File: config.mk
export PLATFORM = sky130hd
export DESIGN_NAME = pipeline_hazard_ctrl_flat
export DESIGN_NICKNAME = d
export VERILOG_FILES = /design/src/rtl/pipeline_hazard_ctrl_if.sv /design/src/rtl/pipeline_hazard_ctrl.sv /design/src/flat_wrapper.sv
export SDC_FILE = /design/constraint.sdc
export NUM_CORES = 1
export LEC_CHECK = 0
export ABC_CLOCK_PERIOD_IN_PS = 2100
export CORE_MARGIN = 5
export CORE_UTILIZATION = 44
export DETAILED_ROUTE_END_ITERATION = 16
export PLACE_DENSITY = 0.76
export SLEW_MARGIN = 20
export SYNTH_ARGS = -nofsm -noshare
export SYNTH_HDL_FRONTEND = slang
export SYNTH_SLANG_ARGS = --single-unit
File: constraint.sdc
create_clock -name clk -period 2.1 [get_ports clk]
set_input_delay 0.315 -clock clk [delete_from_list [all_inputs] [get_ports clk]]
set_output_delay 0.315 -clock clk [all_outputs]
set_load 0.01 [all_outputs]
File: src/rtl/pipeline_hazard_ctrl_if.sv
// Control bundle between the datapath and the hazard controller.
// Master is the datapath side (drives hazard sources); slave is the controller.
interface pipeline_hazard_ctrl_if;
  localparam int unsigned REG_W = 5;
  localparam int unsigned CNT_W = 32;

  logic [REG_W-1:0] id_rs1;
  logic [REG_W-1:0] id_rs2;
  logic             id_re1;
  logic             id_re2;
  logic [REG_W-1:0] ex_rd;
  logic             ex_wb_ena;
  logic             ex_is_load;
  logic             ex_branch_taken;
  logic             mem_req;
  logic             dram_ready;

  logic             pc_stall;
  logic             ifid_stall;
  logic             idex_stall;
  logic             exmem_stall;
  logic             ifid_flush;
  logic             idex_flush;
  logic             memwb_bubble;
  logic             mem_err;
  logic [CNT_W-1:0] stall_cycles;
  logic [CNT_W-1:0] flush_events;

  modport master (
    output id_rs1, id_rs2, id_re1, id_re2, ex_rd, ex_wb_ena, ex_is_load,
           ex_branch_taken, mem_req, dram_ready,
    input  pc_stall, ifid_stall, idex_stall, exmem_stall, ifid_flush,
           idex_flush, memwb_bubble, mem_err, stall_cycles, flush_events
  );

  modport slave (
    input  id_rs1, id_rs2, id_re1, id_re2, ex_rd, ex_wb_ena, ex_is_load,
           ex_branch_taken, mem_req, dram_ready,
    output pc_stall, ifid_stall, idex_stall, exmem_stall, ifid_flush,
           idex_flush, memwb_bubble, mem_err, stall_cycles, flush_events
  );
endinterface

File: src/rtl/pipeline_hazard_ctrl.sv
// Stall/flush controller for the five-stage pipeline: DRAM wait FSM with timeout,
// load-use interlock, EX branch flush, and saturating debug event counters.
module pipeline_hazard_ctrl #(
  parameter int unsigned TIMEOUT = 16
) (
  input logic                  clk,
  input logic                  rst,
  pipeline_hazard_ctrl_if.slave hz
);
  localparam int unsigned WAIT_W = 8;
  localparam int unsigned CNT_W  = 32;
  localparam logic [WAIT_W-1:0] TIMEOUT_W = WAIT_W'(TIMEOUT);

  typedef enum logic {RUN = 1'b0, MEM_WAIT = 1'b1} state_e;

  state_e              state_q, state_d;
  logic [WAIT_W-1:0]   wait_cnt_q, wait_cnt_d;
  logic [CNT_W-1:0]    stall_cycles_q, stall_cycles_d;
  logic [CNT_W-1:0]    flush_events_q, flush_events_d;

  logic mem_stall_c;
  logic mem_err_c;
  logic load_use_c;
  logic branch_c;
  logic pc_stall_c;
  logic ifid_flush_c;

  // DRAM wait FSM; wait_cnt counts MEM_WAIT cycles of the current access
  always_comb begin
    state_d     = state_q;
    wait_cnt_d  = '0;
    mem_stall_c = 1'b0;
    mem_err_c   = 1'b0;
    case (state_q)
      RUN: begin
        if (hz.mem_req && !hz.dram_ready) begin
          mem_stall_c = 1'b1;
          state_d     = MEM_WAIT;
          wait_cnt_d  = WAIT_W'(1);
        end
      end
      MEM_WAIT: begin
        if (hz.dram_ready) begin
          state_d = RUN;
        end else if (wait_cnt_q == TIMEOUT_W) begin
          mem_err_c = 1'b1;
          state_d   = RUN;
        end else begin
          mem_stall_c = 1'b1;
          wait_cnt_d  = wait_cnt_q + WAIT_W'(1);
        end
      end
      default: state_d = RUN;
    endcase
  end

  // Priority: memory stall freezes everything, then branch flush, then load-use
  always_comb begin
    branch_c   = !mem_stall_c && hz.ex_branch_taken;
    load_use_c = !mem_stall_c && !hz.ex_branch_taken &&
                 hz.ex_is_load && hz.ex_wb_ena && (hz.ex_rd != '0) &&
                 ((hz.id_re1 && (hz.id_rs1 == hz.ex_rd)) ||
                  (hz.id_re2 && (hz.id_rs2 == hz.ex_rd)));
    pc_stall_c   = mem_stall_c || load_use_c;
    ifid_flush_c = branch_c;
  end

  always_comb begin
    stall_cycles_d = stall_cycles_q;
    flush_events_d = flush_events_q;
    if (pc_stall_c && (stall_cycles_q != '1)) stall_cycles_d = stall_cycles_q + CNT_W'(1);
    if (ifid_flush_c && (flush_events_q != '1)) flush_events_d = flush_events_q + CNT_W'(1);
  end

  always_ff @(posedge clk or posedge rst) begin
    if (rst) begin
      state_q        <= RUN;
      wait_cnt_q     <= '0;
      stall_cycles_q <= '0;
      flush_events_q <= '0;
    end else begin
      state_q        <= state_d;
      wait_cnt_q     <= wait_cnt_d;
      stall_cycles_q <= stall_cycles_d;
      flush_events_q <= flush_events_d;
    end
  end

  assign hz.pc_stall     = pc_stall_c;
  assign hz.ifid_stall   = pc_stall_c;
  assign hz.idex_stall   = mem_stall_c;
  assign hz.exmem_stall  = mem_stall_c;
  assign hz.ifid_flush   = ifid_flush_c;
  assign hz.idex_flush   = branch_c || load_use_c;
  assign hz.memwb_bubble = mem_stall_c;
  assign hz.mem_err      = mem_err_c;
  assign hz.stall_cycles = stall_cycles_q;
  assign hz.flush_events = flush_events_q;
endmodule
File: src/flat_wrapper.sv
// flat-port wrapper written by rule: the top's interface ports become plain ports
module pipeline_hazard_ctrl_flat 
#(
  parameter int unsigned TIMEOUT = 16
)
  (clk, rst, hz_id_rs1, hz_id_rs2, hz_id_re1, hz_id_re2, hz_ex_rd, hz_ex_wb_ena, hz_ex_is_load, hz_ex_branch_taken, hz_mem_req, hz_dram_ready, hz_pc_stall, hz_ifid_stall, hz_idex_stall, hz_exmem_stall, hz_ifid_flush, hz_idex_flush, hz_memwb_bubble, hz_mem_err, hz_stall_cycles, hz_flush_events);
  pipeline_hazard_ctrl_if hz_i ();
  input logic clk;
  input logic rst;
  input wire logic [$bits(hz_i.id_rs1)-1:0] hz_id_rs1;
  input wire logic [$bits(hz_i.id_rs2)-1:0] hz_id_rs2;
  input wire logic [$bits(hz_i.id_re1)-1:0] hz_id_re1;
  input wire logic [$bits(hz_i.id_re2)-1:0] hz_id_re2;
  input wire logic [$bits(hz_i.ex_rd)-1:0] hz_ex_rd;
  input wire logic [$bits(hz_i.ex_wb_ena)-1:0] hz_ex_wb_ena;
  input wire logic [$bits(hz_i.ex_is_load)-1:0] hz_ex_is_load;
  input wire logic [$bits(hz_i.ex_branch_taken)-1:0] hz_ex_branch_taken;
  input wire logic [$bits(hz_i.mem_req)-1:0] hz_mem_req;
  input wire logic [$bits(hz_i.dram_ready)-1:0] hz_dram_ready;
  output wire logic [$bits(hz_i.pc_stall)-1:0] hz_pc_stall;
  output wire logic [$bits(hz_i.ifid_stall)-1:0] hz_ifid_stall;
  output wire logic [$bits(hz_i.idex_stall)-1:0] hz_idex_stall;
  output wire logic [$bits(hz_i.exmem_stall)-1:0] hz_exmem_stall;
  output wire logic [$bits(hz_i.ifid_flush)-1:0] hz_ifid_flush;
  output wire logic [$bits(hz_i.idex_flush)-1:0] hz_idex_flush;
  output wire logic [$bits(hz_i.memwb_bubble)-1:0] hz_memwb_bubble;
  output wire logic [$bits(hz_i.mem_err)-1:0] hz_mem_err;
  output wire logic [$bits(hz_i.stall_cycles)-1:0] hz_stall_cycles;
  output wire logic [$bits(hz_i.flush_events)-1:0] hz_flush_events;
  assign hz_i.id_rs1 = hz_id_rs1;
  assign hz_i.id_rs2 = hz_id_rs2;
  assign hz_i.id_re1 = hz_id_re1;
  assign hz_i.id_re2 = hz_id_re2;
  assign hz_i.ex_rd = hz_ex_rd;
  assign hz_i.ex_wb_ena = hz_ex_wb_ena;
  assign hz_i.ex_is_load = hz_ex_is_load;
  assign hz_i.ex_branch_taken = hz_ex_branch_taken;
  assign hz_i.mem_req = hz_mem_req;
  assign hz_i.dram_ready = hz_dram_ready;
  assign hz_pc_stall = hz_i.pc_stall;
  assign hz_ifid_stall = hz_i.ifid_stall;
  assign hz_idex_stall = hz_i.idex_stall;
  assign hz_exmem_stall = hz_i.exmem_stall;
  assign hz_ifid_flush = hz_i.ifid_flush;
  assign hz_idex_flush = hz_i.idex_flush;
  assign hz_memwb_bubble = hz_i.memwb_bubble;
  assign hz_mem_err = hz_i.mem_err;
  assign hz_stall_cycles = hz_i.stall_cycles;
  assign hz_flush_events = hz_i.flush_events;
  pipeline_hazard_ctrl #(.TIMEOUT(TIMEOUT)) u_core (.clk(clk), .rst(rst), .hz(hz_i));
endmodule
==> impl_results.md, run 1 <==
- Worst path most repeated cell: nor4b_4
- Failing checks: setup timing
- Fin util: 81.15%
- CORE AREA: 8217 um^2
- Cts bufs inserted: 9
- CP endpoint kind: flop
- All-Layer GR Usage: 23.29%
- Initial drt markers: 83
- Synthesized flop and latch total: 73
- Final setup violating endpoints: 61
- Max cap viols: 0
- RSZ-0062 raised after global routing: yes
- Core Rows: 33
- Chip height: 101.9 um
- CTS tree: built
- Die X: 101.9 um
- Total Power: 4.271 mW
- Overflow after GRT: 0
- Critical path peak fanout: 3
- CTS root buf: clkbuf_8
- Post-synth cell types: 37
- Detailed Place HPWL: 7744 um
- CP max-delay cell: dfrtp_1
- Mean area per synthesized cell: 10.13 um^2
- Routed WL per cell: 18.43 um
- Power Density: 640.6 nW/um^2
- Top-Level Pins: 96
- TritonCTS Sinks: 73
- Worst Tran Pin Value: 0.5630 ns
- Max-slew headroom: 62.34%
- GPL Wtd Cong: 0.8287
- Buffering stage count on the worst path with inverters included: 3
- Critical path data arrival time: 2.59 ns
- Synth warnings: 0
- Port bufs: 95
- Nets: 610
- First-pass iteration count of the detailed router: 4
- Vias in the first global route: 3,861
- Tmin final: 2.324 ns
- Critical path startpoint: u_core.wait_cnt_q[0]$_DFF_PP0_
- Share of layout cells above drive strength 1: 41.40%
- Drt via density: 5.354
- Leak Pwr: 3.126 nW
- Clock Latency Late Sink: 0.36 ns
- RR Startpoint: u_core.wait_cnt_q[0]$_DFF_PP0_
- Critical path type: reg2reg
- Synth async-reset ratio: 100.0%
- Period utilisation layout: 110.6%
- Clock slew at the register clock pins of the worst setup and hold paths: 0.09 ns
- Htree depth: 3
- Max Slew Vio Count: 0
- Fmax: 0.4304 GHz
- Final worst slack: -0.2236 ns
- Area growth from synthesis to layout: 79.37%
- Main synth FF type: dfrtp_1
- VDD IR-drop max: 0.0006311 V
- Placement Setup Slack: -0.7008 ns
- Drt total wl: 12,780 um
- Antenna violations before repair: 0
- Slowest stage delay, CP: 0.40 ns
- Syn Inst Count: 367
- Crit-path leading delay family: simple AND/OR/NAND/NOR gates
- Startpoint types: flop
- Syn_nets: 395
- Clock skew: 0.01353 ns
- Vias: 3,710
- Largest net degree at the start of global routing: 74
- Hold Slack: 0.4023 ns
- Post-CTS Hold Buffers: 0
- Post-synthesis sequential area ratio: 49.14%
- Die area: 10,390 um^2
- Fin. Hold Viols: 0
- First-pass GRT wire length: 18,930 um
- Clk buf depth: 2
- ANT nets after route: 0
- Synthesized area: 3717 um^2
- Starting Density: 45.24%
- Crit path cell chain: inv_2 > ha_4 > nor4b_4 > a311oi_4 > buf_6 > nor4b_4 > buf_4 > nand4_1 > nor2_1 > xnor2_1
- Hold WC Path Type: in2async
- Status: complete, but fails checks
- Post-synth EDFFs: 0
- Drc violations: 0
- Worst EP required: 2.36 ns
## metrics by stage
| stage | cell area (um^2) | cells | setup TNS (ns) |
|---|---|---|---|
| 4_1_cts | 6365 | 684 | -5.486 |
| 3_3_place_gp | 5573 | 652 | -17.03 |
| 3_5_place_dp | 5573 | 652 | -19.75 |
| 5_1_grt | 6665 | 692 | -14.25 |
| 6_report | 6668 | 693 | -6.909 |
| 2_1_floorplan | 3832 | 367 | -0.09553 |
## flip-flops by register name (all words and copies together) (netlist names)
name	count
u_core.hz.stall_cycles	32
u_core.hz.flush_events	32
u_core.wait_cnt_q	8
u_core.state_q	1
## power by group
part | total (mW) | internal (mW) | switching, mW | leakage [nW]
registers | 1.69 | 1.55 | 0.142 | 0.939
clock network | 1.28 | 0.730 | 0.548 | 0.115
logic | 1.30 | 0.714 | 0.588 | 2.07
total | 4.27 | 2.99 | 1.28 | 3.13
## kinds of logic (layout without fill, tap and decap cells)
family / after synthesis / count (layout) / synth area share [%]
xor+xnor: 78 / 78 / 18.38
other cells: 0 / 1 / 0
fa+ha+maj: 4 / 4 / 1.346
compound gates: 11 / 11 / 2.962
mux: 2 / 2 / 0.6058
buf+inv: 26 / 246 / 3.198
flops: 73 / 73 / 49.14
simple gates: 173 / 173 / 24.37
## synth_stat cells, types with 4 or more instances
cell type / number / area (um^2)
dfrtp_1: 73 / 1827
xor2_1: 50 / 437.9
nor2_1: 47 / 176.4
nand3_1: 35 / 175.2
xnor2_1: 28 / 245.2
nand2_1: 24 / 90.09
nor3_1: 21 / 105.1
inv_1: 19 / 71.32
nand4_1: 13 / 81.33
nor4_1: 7 / 43.79
and3_1: 5 / 31.28
buf_4: 5 / 37.54
ha_1: 4 / 50.05
## final timing paths
path                                                                to  slack, ns  cells past startpoint
worst min-delay path             u_core.hz.flush_events[7]$_DFFE_PP0P_       0.40                      3
worst min register to register  u_core.hz.flush_events[16]$_DFFE_PP0P_       0.50                      1
worst max-delay path            u_core.hz.flush_events[30]$_DFFE_PP0P_      -0.22                     10
worst max register to register  u_core.hz.flush_events[30]$_DFFE_PP0P_      -0.22                     10
max in group asynchronous        u_core.hz.stall_cycles[0]$_DFFE_PP0P_       1.33                      3
min in group clk                u_core.hz.flush_events[16]$_DFFE_PP0P_       0.50                      1
## tightest hold or removal path, delay by kind of cell
kind | cells | cell delay (ns)
buf+inv | 3 | 0.85
## cell type report
class | instances | area, um^2
Tap cell | 105 | 131.4
Clock inverter | 5 | 77.57
Inverter | 19 | 75.07
Antenna cell | 1 | 2.502
Sequential cell | 73 | 1831
Timing Repair Buffer | 211 | 1933
Fill cell | 474 | 1549
Clock buffer | 11 | 151.4
Multi-Input combinational cell | 268 | 2466
## placed cells by master (no fill, tap or decap), types with 3 or more instances in the layout
master           instances
and3_1                   5
and4_1                   3
buf_4                   93
buf_6                   26
clkbuf_8                11
clkdlybuf4s50_1         82
dfrtp_1                 70
dfrtp_2                  3
inv_1                   14
inv_2                    4
nand2_1                 20
nand3_1                 33
nand4_1                 13
nor2_1                  18
nor2_4                  28
nor3_1                   4
nor3_2                   5
nor3_4                  13
nor4_4                   5
or3_4                    3
xnor2_1                 21
xnor2_2                  7
xor2_1                  50
## timing repair
action / 4_1_cts / 5_1_grt
buffers inserted: 16 / 9
endpoints found under the setup margin: 60 / 71
gates resized for setup: 146 / 51
hold endpoints to repair: 0 / 0
cloned: 0 / 0
pin swaps: 51 / 45
## metal layers
layer | up-vias | global-route usage (%) | wire (um)
met2 | 139 | 41.70 | 6850
li1 | 1680 | - | -
met1 | 1858 | 27.50 | 4905
met5 | - | 0 | 0
met3 | 33 | 5.119 | 691
met4 | 0 | 8.375 | 328
No activity file was read; power rests on OpenSTA's default activity.
==> inputs of run 2 (changes only) <==
- ABC_CLOCK_PERIOD_IN_PS: 2100 -> 2300
- CORE_UTILIZATION: 44 -> 49
- PLACE_DENSITY: 0.76 -> 0.8
- clock period: 2.1 -> 2.3 ns (I/O delays scaled with it)
==> run 2 against run 1 <==
Net effect: highest routed layer unchanged; die area shrank 9.2%; clock power shrank 23%; critical path type unchanged; global-route usage shrank 2.1 points; clock-buffer cell count is the same; worst setup slack gained 0.14 ns; wire length shrank 22%; the flow still finishes with violations (setup timing); final cell count shrank 7.6%; worst hold slack gained 0.019 ns; fmax shrank 2.4%; clock skew shrank 0.0015 ns; sequential share of layout area grew 4.4 points; first-iteration DRC count grew 35%.
==> impl_results.md, run 2 (synthesized netlist as in run 1, its figures left out) <==
- Status: complete, but fails checks
- Failing checks: setup timing
- Cells after DPL: 606
- Max cap viols: 0
- Core Rows: 31
- Clk buf depth: 2
- Fin. Hold Viols: 0
- Most frequent cells in the layout: clkdlybuf4s50_1 (83), dfrtp_1 (73), buf_4 (62)
- Switching Share: 28.73%
- Total Power: 3.507 mW
- Starting Density: 50.71%
- CORE AREA: 7331 um^2
- Initial drt markers: 112
- All-Layer GR Usage: 21.21%
- Leak Pwr: 2.631 nW
- Clock slew at the register clock pins of the worst setup and hold paths: 0.08 ns
- ANT nets after route: 0
- Post-CTS Hold Buffers: 0
- Detailed Place HPWL: 7039 um
- Crit-path leading delay family: simple AND/OR/NAND/NOR gates
- Slowest stage delay, CP: 0.41 ns
- Final std cells w/o fill: 640
- Drt via density: 5.255
- Nets: 564
- Critical path data arrival time: 2.63 ns
- Register-to-Register Path Depth: 12
- Final setup violating endpoints: 12
- Reg-to-Reg End: u_core.hz.flush_events[22]$_DFFE_PP0P_
- Antenna violations before repair: 0
- Port bufs: 95
- Power Density: 612.4 nW/um^2
- Die area: 9428 um^2
- Max Slew Vio Count: 0
- First-pass GRT wire length: 16,560 um
- Tmin final: 2.382 ns
- Drt total wl: 10,020 um
- Max layer used: met4
- Final worst slack: -0.08169 ns
- Vias in the first global route: 3,488
- Drc violations: 0
- CTS tree: built
- Fmax: 0.4199 GHz
- Critical path peak fanout: 4
- Die X: 97.10 um
- Startpoint types: flop
- Reg-to-reg slack, setup: -0.08 ns
- Top-Level Pins: 96
- Max-slew headroom: 61.50%
- Metal1 wirelength: 4053 um
- P_sw: 1.007 mW
- CP endpoint kind: flop
- Internal: 2.500 mW
- Buffering stage count on the worst path with inverters included: 5
- Fill count: 479
- Routed WL per cell: 15.65 um
- Htree depth: 3
- Crit path cell chain: inv_2 > ha_4 > nor4b_4 > a311oi_4 > buf_6 > buf_6 > nor4b_4 > buf_4 > buf_6 > nand3_2 > nor2_2 > xnor2_1
- Share of layout cells above drive strength 1: 25.51%
- Critical path type: reg2reg
- CTS root buf: clkbuf_8
- CP max-delay cell: dfrtp_1
- Period utilisation layout: 103.6%
- First-pass iteration count of the detailed router: 6
- Clock skew: 0.01200 ns
- Clk pwr share: 28.1%
- Vias: 3,363
- Hold WC Path Type: in2async
- GPL Wtd Cong: 0.8327
- Chip height: 97.10 um
- Worst path most repeated cell: buf_6
- ANT cells: 0
- Placement Setup Slack: -0.6380 ns
- Worst EP required: 2.55 ns
- VDD IR-drop max: 0.0005189 V
- Largest net degree at the start of global routing: 74
- Clock Latency Late Sink: 0.33 ns
- Worst Tran Pin Value: 0.5701 ns
- Cts bufs inserted: 9
- RSZ-0062 raised after global routing: yes
- Area growth from synthesis to layout: 54.06%
- Most common cell after layout, fill and taps aside: clkdlybuf4s50_1
- Comb pwr share: 28.2%
- TritonCTS Sinks: 73
- Met2 WL post-DR: 5173 um
- RR Startpoint: u_core.wait_cnt_q[0]$_DFF_PP0_
- Register share of total power: 43.8%
- Overflow after GRT: 0
- Critical path startpoint: u_core.wait_cnt_q[0]$_DFF_PP0_
- Met3 WL: 477 um
==> run 2: per-layer routing <==
layer  up-vias  track usage [%]
li1       1589                -
met1      1651            25.14
met2        98            36.89
met3        25            4.594
met4         0            9.179
met5         -                0
==> run 2: timing repair <==
item	CTS	global route
resized for setup	46	29
pin swaps	9	11
endpoints found under the hold margin	0	0
buffers inserted	18	2
setup endpoints to repair	28	62
==> run 2: worst reg2reg max path: stages, from the launching register on <==
cell and delay, ns:
dfrtp_1 0.41, inv_2 0.09, ha_4 0.13, nor4b_4 0.26
a311oi_4 0.17, buf_6 0.16, buf_6 0.11, nor4b_4 0.35
buf_4 0.18, buf_6 0.10, nand3_2 0.06, nor2_2 0.14
xnor2_1 0.15
==> run 2: power by group through the flow <==
stage	clock (mW)	sequential, mW	combinational [mW]
floorplan	0	1.64	0.278
global placement	0	1.55	0.919
detailed placement	0	1.55	0.947
CTS	1.01	1.53	0.987
global route	1.06	1.56	1.08
finish	0.985	1.53	0.988
==> run 2: per-stage QoR <==
stage,cell area (um^2),setup TNS (ns),util (%),hold WS (ns)
after floorplan,3744,0,-,0.4081
after global placement,5206,-9.943,71.02,0.4787
after detailed placement,5206,-12.61,71.02,0.4878
after CTS,5585,-0.08448,76.19,0.4243
after global routing,5727,-2.475,78.12,0.4729
final,5727,-0.5039,78.12,0.4209
==> run 2: layout make-up <==
cell class / instances / area (um^2) / area share, %
multi-input cells: 268 / 2003 / 34.98
well taps: 99 / 123.9 / 2.163
repair buffers: 165 / 1505 / 26.28
clock buffers: 11 / 141.4 / 2.469
flip-flops and latches: 73 / 1827 / 31.90
clock inverters: 5 / 55.05 / 0.9613
inverters: 19 / 71.32 / 1.245
==> run 2: worst max-delay path by stage <==
stage | cells after the start | to
after CTS | 11 | u_core.hz.flush_events[23]$_DFFE_PP0P_
after detailed placement | 7 | hz_pc_stall
after global routing | 12 | u_core.hz.flush_events[22]$_DFFE_PP0P_
after floorplan | 7 | u_core.hz.stall_cycles[1]$_DFFE_PP0P_
after global placement | 7 | hz_pc_stall
final | 12 | u_core.hz.flush_events[22]$_DFFE_PP0P_
